### config.mk
export PLATFORM = sky130hd
export DESIGN_NAME = rriot_bus_master
export DESIGN_NICKNAME = d
export VERILOG_FILES = /design/src/rtl/rriot_bus_master.sv
export SDC_FILE = /design/constraint.sdc
export NUM_CORES = 1
export LEC_CHECK = 0
export ABC_AREA = 1
export ABC_CLOCK_PERIOD_IN_PS = 2000
export BUFFER_PORTS_ARGS = -buffer_cell sky130_fd_sc_hd__buf_2
export CORE_AREA = 5 5 73 75
export CTS_CLUSTER_SIZE = 30
export DETAILED_ROUTE_END_ITERATION = 8
export DIE_AREA = 0 0 78 80
export GPL_ROUTABILITY_DRIVEN = 1
export PLACE_DENSITY_LB_ADDON = 0.15
export REMOVE_ABC_BUFFERS = 1
export SETUP_SLACK_MARGIN = 0.15
export SYNTH_ARGS = -nofsm -noshare
export SYNTH_HDL_FRONTEND = slang
export SYNTH_SLANG_ARGS = --single-unit
### constraint.sdc
create_clock -name clk -period 2 [get_ports clk]
set_input_delay 0.2 -clock clk [delete_from_list [all_inputs] [get_ports clk]]
set_output_delay 0.2 -clock clk [all_outputs]
set_load 0.1 [all_outputs]
### src/rtl/rriot_bus_master.sv
// Host-side bus initiator for the RRIOT timer port: one read/write cycle per request,
// with OE-qualified data reads, a read timeout, and an independent irq edge counter.
module rriot_bus_master #(
    parameter int unsigned ADDR_W  = 3,
    parameter int unsigned TIMEOUT = 16
) (
    input  logic              clk,
    input  logic              rst_n,
    input  logic              req_valid,
    output logic              req_ready,
    input  logic              req_we,
    input  logic [ADDR_W-1:0] req_addr,
    input  logic [7:0]        req_wdata,
    output logic              rsp_valid,
    input  logic              rsp_ready,
    output logic [7:0]        rsp_rdata,
    output logic              rsp_err,
    output logic              per_enable,
    output logic              per_we_n,
    output logic [ADDR_W-1:0] per_A,
    output logic [7:0]        per_DI,
    input  logic [7:0]        per_DO,
    input  logic              per_OE,
    input  logic              per_irq,
    output logic              irq_pending,
    output logic [7:0]        irq_count,
    input  logic              irq_clear
);

    localparam int unsigned CNT_W = 8;
    localparam int unsigned DATA_W = 8;

    typedef enum logic [1:0] {
        IDLE  = 2'd0,
        ISSUE = 2'd1,
        WAIT  = 2'd2,
        RESP  = 2'd3
    } state_t;

    // Only the parts of the request that steer the FSM after issue; address/data live on per_A/per_DI.
    typedef struct packed {
        logic we;
        logic status;
    } txn_t;

    state_t              state_q, state_d;
    txn_t                txn_q, txn_d;
    logic [CNT_W-1:0]    cnt_q, cnt_d;
    logic                req_ready_d;
    logic                rsp_valid_d;
    logic [DATA_W-1:0]   rsp_rdata_d;
    logic                rsp_err_d;
    logic                per_enable_d;
    logic                per_we_n_d;
    logic [ADDR_W-1:0]   per_A_d;
    logic [DATA_W-1:0]   per_DI_d;

    logic                irq_prev;
    logic                irq_fall;

    // Transaction state and all bus/response outputs
    always_ff @(posedge clk or negedge rst_n) begin
        if (!rst_n) begin
            state_q    <= IDLE;
            txn_q      <= '0;
            cnt_q      <= '0;
            req_ready  <= 1'b1;
            rsp_valid  <= 1'b0;
            rsp_rdata  <= '0;
            rsp_err    <= 1'b0;
            per_enable <= 1'b0;
            per_we_n   <= 1'b1;
            per_A      <= '0;
            per_DI     <= '0;
        end else begin
            state_q    <= state_d;
            txn_q      <= txn_d;
            cnt_q      <= cnt_d;
            req_ready  <= req_ready_d;
            rsp_valid  <= rsp_valid_d;
            rsp_rdata  <= rsp_rdata_d;
            rsp_err    <= rsp_err_d;
            per_enable <= per_enable_d;
            per_we_n   <= per_we_n_d;
            per_A      <= per_A_d;
            per_DI     <= per_DI_d;
        end
    end

    // Next-state and next-output logic
    always_comb begin
        state_d      = state_q;
        txn_d        = txn_q;
        cnt_d        = cnt_q;
        req_ready_d  = req_ready;
        rsp_valid_d  = rsp_valid;
        rsp_rdata_d  = rsp_rdata;
        rsp_err_d    = rsp_err;
        per_enable_d = per_enable;
        per_we_n_d   = per_we_n;
        per_A_d      = per_A;
        per_DI_d     = per_DI;

        case (state_q)
            IDLE: begin
                if (req_valid && req_ready) begin
                    txn_d.we     = req_we;
                    txn_d.status = req_addr[0];
                    per_A_d      = req_addr;
                    per_DI_d     = req_wdata;
                    per_we_n_d   = ~req_we;
                    per_enable_d = 1'b1;
                    req_ready_d  = 1'b0;
                    state_d      = ISSUE;
                end
            end
            ISSUE: begin
                per_enable_d = 1'b0;
                per_we_n_d   = 1'b1;
                if (txn_q.we) begin
                    rsp_rdata_d = '0;
                    rsp_err_d   = 1'b0;
                    rsp_valid_d = 1'b1;
                    state_d     = RESP;
                end else begin
                    cnt_d   = '0;
                    state_d = WAIT;
                end
            end
            WAIT: begin
                // Status registers never raise OE, so they are sampled on the first WAIT edge
                if (txn_q.status || per_OE) begin
                    rsp_rdata_d = per_DO;
                    rsp_err_d   = 1'b0;
                    rsp_valid_d = 1'b1;
                    state_d     = RESP;
                end else if (cnt_q == CNT_W'(TIMEOUT - 1)) begin
                    rsp_rdata_d = 8'hFF;
                    rsp_err_d   = 1'b1;
                    rsp_valid_d = 1'b1;
                    state_d     = RESP;
                end else begin
                    cnt_d = cnt_q + 8'd1;
                end
            end
            RESP: begin
                if (rsp_ready) begin
                    rsp_valid_d = 1'b0;
                    req_ready_d = 1'b1;
                    state_d     = IDLE;
                end
            end
            default: begin
                state_d = IDLE;
            end
        endcase
    end

    assign irq_fall = irq_prev & ~per_irq;

    // Irq edge detector; a coincident clear restarts the count at this edge
    always_ff @(posedge clk or negedge rst_n) begin
        if (!rst_n) begin
            irq_prev    <= 1'b1;
            irq_pending <= 1'b0;
            irq_count   <= '0;
        end else begin
            irq_prev <= per_irq;
            if (irq_fall) begin
                irq_pending <= 1'b1;
                if (irq_clear) begin
                    irq_count <= 8'd1;
                end else if (irq_count != 8'hFF) begin
                    irq_count <= irq_count + 8'd1;
                end
            end else if (irq_clear) begin
                irq_pending <= 1'b0;
                irq_count   <= '0;
            end
        end
    end

endmodule

==> out/qor.json <==
{
  "run_status": {"value": "finished clean"},
  "hp-class": {"value": "primary input to flop"},
  "post-route-min-period": {"value": 1.64, "unit": "ns"},
  "hold_viol_final": {"value": 0},
  "grt.overflow.total": {"value": 0},
  "max_cap_violations": {"value": 0},
  "detail_route.wirelength": {"value": 5080, "unit": "µm"},
  "cellLeakagePower": {"value": 0.00148, "unit": "µW"},
  "rsz0062_at_grt": {"value": "false"},
  "path_delay_family": {"value": "simple AND/OR/NAND/NOR gates"},
  "area_growth_syn_to_layout": {"value": 18.3, "unit": "%"},
  "crit_path_end_kind": {"value": "flop"},
  "nNetsFinal": {"value": 359},
  "cts_post_setup_buffers_inserted": {"value": 0},
  "cts-buffers-inserted": {"value": 5},
  "post-route-util": {"value": 60.9, "unit": "%"},
  "flip_flop_and_latch_count_after_synthesis": {"value": 45},
  "multi_input_comb_area": {"value": 1080, "unit": "µm²"},
  "fill_cells": {"value": 410},
  "clock_tree.buffer_depth": {"value": 2},
  "grt_start_max_net_pins": {"value": 46},
  "initial_util": {"value": 51.5, "unit": "%"},
  "antenna-diode-count": {"value": 0},
  "vdd_ir_drop_max": {"value": 1.34, "unit": "mV"},
  "h_tree_depth": {"value": 2},
  "post-dp-hpwl": {"value": 3690, "unit": "µm"},
  "yosysWarnings": {"value": 0},
  "share_of_flip_flops_with_an_asynchronous_set_or_reset_after_synthesis": {"value": 100, "unit": "%"},
  "detail-route-antenna-nets": {"value": 0},
  "core-area": {"value": 4600, "unit": "µm²"},
  "kind_of_critical_path": {"value": "flop to flop"},
  "yosys.cell_types.count": {"value": 34},
  "grt_pass1_vias": {"value": 1886},
  "synth_area": {"value": 2370, "unit": "µm²"},
  "synth_top_flop_cell": {"value": "dfrtp_1"},
  "timing_worst_slew_pin_value": {"value": 0.586, "unit": "ns"},
  "worst_path_largest_cell_delay": {"value": 0.40, "unit": "ns"},
  "critical_path.startpoint_type": {"value": "flop"},
  "gp_routability_congestion": {"value": 0.842},
  "placedInstanceArea": {"value": 2680, "unit": "µm²"},
  "timing.critical_path.slowest_stage_cell": {"value": "dfrtp_1"},
  "synth.avg_cell_area": {"value": 9.00, "unit": "µm²"},
  "syn-instance-count": {"value": 263},
  "die_y": {"value": 80, "unit": "µm"},
  "synth_enable_flop_cells": {"value": 0},
  "final-seq-area": {"value": 1130, "unit": "µm²"},
  "route.detailed.wl_per_inst": {"value": 13.4, "unit": "µm"},
  "critPathMaxFanout": {"value": 12},
  "timing.reg2reg.setup_slack": {"value": 0.36, "unit": "ns"},
  "detailedRoute.firstIterationViolations": {"value": 93},
  "power.density": {"value": 1790, "unit": "nW/µm²"},
  "timing.max_slew.rel_slack": {"value": 60.9, "unit": "%"},
  "final-max-slew-violation-count": {"value": 0},
  "route.detailed.drc": {"value": 0},
  "reg2reg_depth": {"value": 6},
  "list_of_cells_traversed_by_the_critical_path": {"value": "inv_1, ha_1, nand2_1, o21a_1, nand3_2, o21ai_0"},
  "crit_path_end": {"value": "cnt_q[7]$_DFFE_PN0P_"},
  "cts_root_buffer": {"value": "clkbuf_8"},
  "grt_use_total": {"value": 17.8, "unit": "%"},
  "yosysSeqAreaShare": {"value": 47.8, "unit": "%"},
  "worst_skew_pair.late_latency": {"value": 0.30, "unit": "ns"},
  "core.rowCount": {"value": 25},
  "routed_via_density": {"value": 5.02},
  "detailedRoute.firstPassIterationCount": {"value": 4},
  "detailroute.via_count": {"value": 1907},
  "clock_tree_from_tritoncts": {"value": "done"},
  "placedCellCount": {"value": 371},
  "worst-path-stages": {"value": 6},
  "ioPinCount": {"value": 60},
  "worst_setup_path_startpoint": {"value": "state_q[1]$_DFFE_PN0P_"},
  "reg2reg_to": {"value": "cnt_q[7]$_DFFE_PN0P_"},
  "rr_startpoint": {"value": "state_q[1]$_DFFE_PN0P_"},
  "antenna_found_initial": {"value": 0},
  "finalNonFillerCells": {"value": 380},
  "clk_pin_slew_worst_paths": {"value": 0.08, "unit": "ns"},
  "io_buffers": {"value": 59},
  "arrival_time_worst_endpoint": {"value": 1.85, "unit": "ns"},
  "period_share": {"value": 81.8, "unit": "%"},
  "final-setup-viol-count": {"value": 0},
  "floorplan.die_area": {"value": 6240, "unit": "µm²"},
  "maxClockFrequency": {"value": 0.611, "unit": "GHz"},
  "clock_skew": {"value": 0.0119, "unit": "ns"},
  "wire_length_of_the_first_global_routing_pass": {"value": 8870, "unit": "µm"},
  "die_width": {"value": 78, "unit": "µm"},
  "worst_ep_required_time": {"value": 2.21, "unit": "ns"},
  "final_layout_size_suffix_gt1_share": {"value": 33.7, "unit": "%"},
  "final_cell_area": {"value": 2800, "unit": "µm²"},
  "cts_num_sinks": {"value": 45},
  "critical_path.n_buffers_inverters": {"value": 1}
}
[cells by family (layout without fill, tap and decap cells)]
family	Yosys count	after routing	share of synthesized area (%)
AO/OA/AOI/OAI	24	24	6.98
XOR/XNOR	3	3	1.11
adder cells (fa/ha/maj)	6	6	3.17
buffers and inverters	29	92	6.40
flip-flops	45	45	47.8
multiplexers	11	11	5.24
AND/OR/NAND/NOR	145	145	29.3
[cell type report]
| type | count | area share [%] |
|---|---|---|
| Clock buffer | 5 | 2.46 |
| Tap cell | 54 | 2.41 |
| Sequential cell | 45 | 40.4 |
| Timing Repair Buffer | 63 | 11.8 |
| Multi-Input combinational cell | 189 | 38.8 |
| Inverter | 22 | 2.95 |
| Clock inverter | 2 | 1.25 |
[where the power goes]
| part | internal, µW | switching, µW |
|---|---|---|
| Clock | 363 | 303 |
| Sequential | 1200 | 173 |
| Combinational | 582 | 2390 |
[sequential cells by signal (all words and copies together), names as in the netlist]
signal,cells
req_ready,1
rsp_valid,1
per_enable,1
txn_q,1
irq_pending,1
per_A,3
state_q,2
rsp_rdata,8
per_we_n,1
irq_count,8
irq_prev,1
cnt_q,8
rsp_err,1
per_DI,8
[per-stage QoR]
| stage | total power (µW) | hold WS, ns | worst slack (ns) | TNS (ns) |
|---|---|---|---|---|
| after floorplan | 3850 | -0.0956 | -0.0802 | -0.555 |
| after global placement | 4350 | 0.317 | 0.392 | 0 |
| after detailed placement | 4390 | 0.318 | 0.331 | 0 |
| after CTS | 5060 | 0.124 | 0.319 | 0 |
| after global routing | 5310 | 0.121 | 0.176 | 0 |
| final | 5020 | 0.133 | 0.364 | 0 |
[synth_stat cells, types with 2 or more instances]
library cell / instances / area, µm²
nand4_2: 2 / 25.0
nand2_1: 81 / 304
ha_1: 6 / 75.1
a21oi_1: 4 / 20.0
buf_6: 5 / 56.3
nand4_1: 12 / 75.1
nand3_1: 14 / 70.1
nor2_2: 2 / 12.5
or2_2: 12 / 75.1
o21ai_2: 4 / 35.0
nor2_1: 13 / 48.8
mux2_2: 11 / 124
nand3_2: 3 / 30.0
dfstp_2: 3 / 78.8
o21ai_1: 2 / 10.0
o21bai_1: 2 / 15.0
o21ai_0: 7 / 35.0
xor2_1: 2 / 17.5
dfrtp_1: 42 / 1050
inv_1: 22 / 82.6
[metal layers]
layer / GRT usage [%] / share of wire [%]
met4: 7.77 / 1.6
met2: 26.5 / 46
met3: 4.63 / 7.3
met1: 24.3 / 45
met5: 0 / 0
[repair_timing]
item,CTS,global route
gates resized for setup,0,1
endpoints found under the hold margin,11,0
setup endpoints to repair,0,1
hold buffers,2,0
[worst min path at each step]
stage                     cells after the start    startpoint                     to
after floorplan                               0         rst_n   cnt_q[0]$_DFFE_PN0P_
after global placement                        2         rst_n   cnt_q[0]$_DFFE_PN0P_
after detailed placement                      2         rst_n   cnt_q[0]$_DFFE_PN0P_
after CTS                                     2  req_wdata[7]  per_DI[7]$_DFFE_PN0P_
after global routing                          2  req_wdata[6]  per_DI[6]$_DFFE_PN0P_
final                                         2  req_wdata[1]  per_DI[1]$_DFFE_PN0P_
[cell usage in the layout (no fill, tap or decap), types with 4 or more instances in the layout]
cell type  netlist  layout
dfrtp_1         42      42
inv_1           22      22
ha_1             6       6
o21ai_0          7       7
nand4_1         12      12
or2_2           12      13
nand3_1         14      14
clkbuf_8         0       5
a21oi_1          4       4
nor2_1          13      13
buf_2            1      59
o21ai_2          4       4
nand2_1         81      81
mux2_2          11      11
No activity file was read; power rests on OpenSTA's default activity.
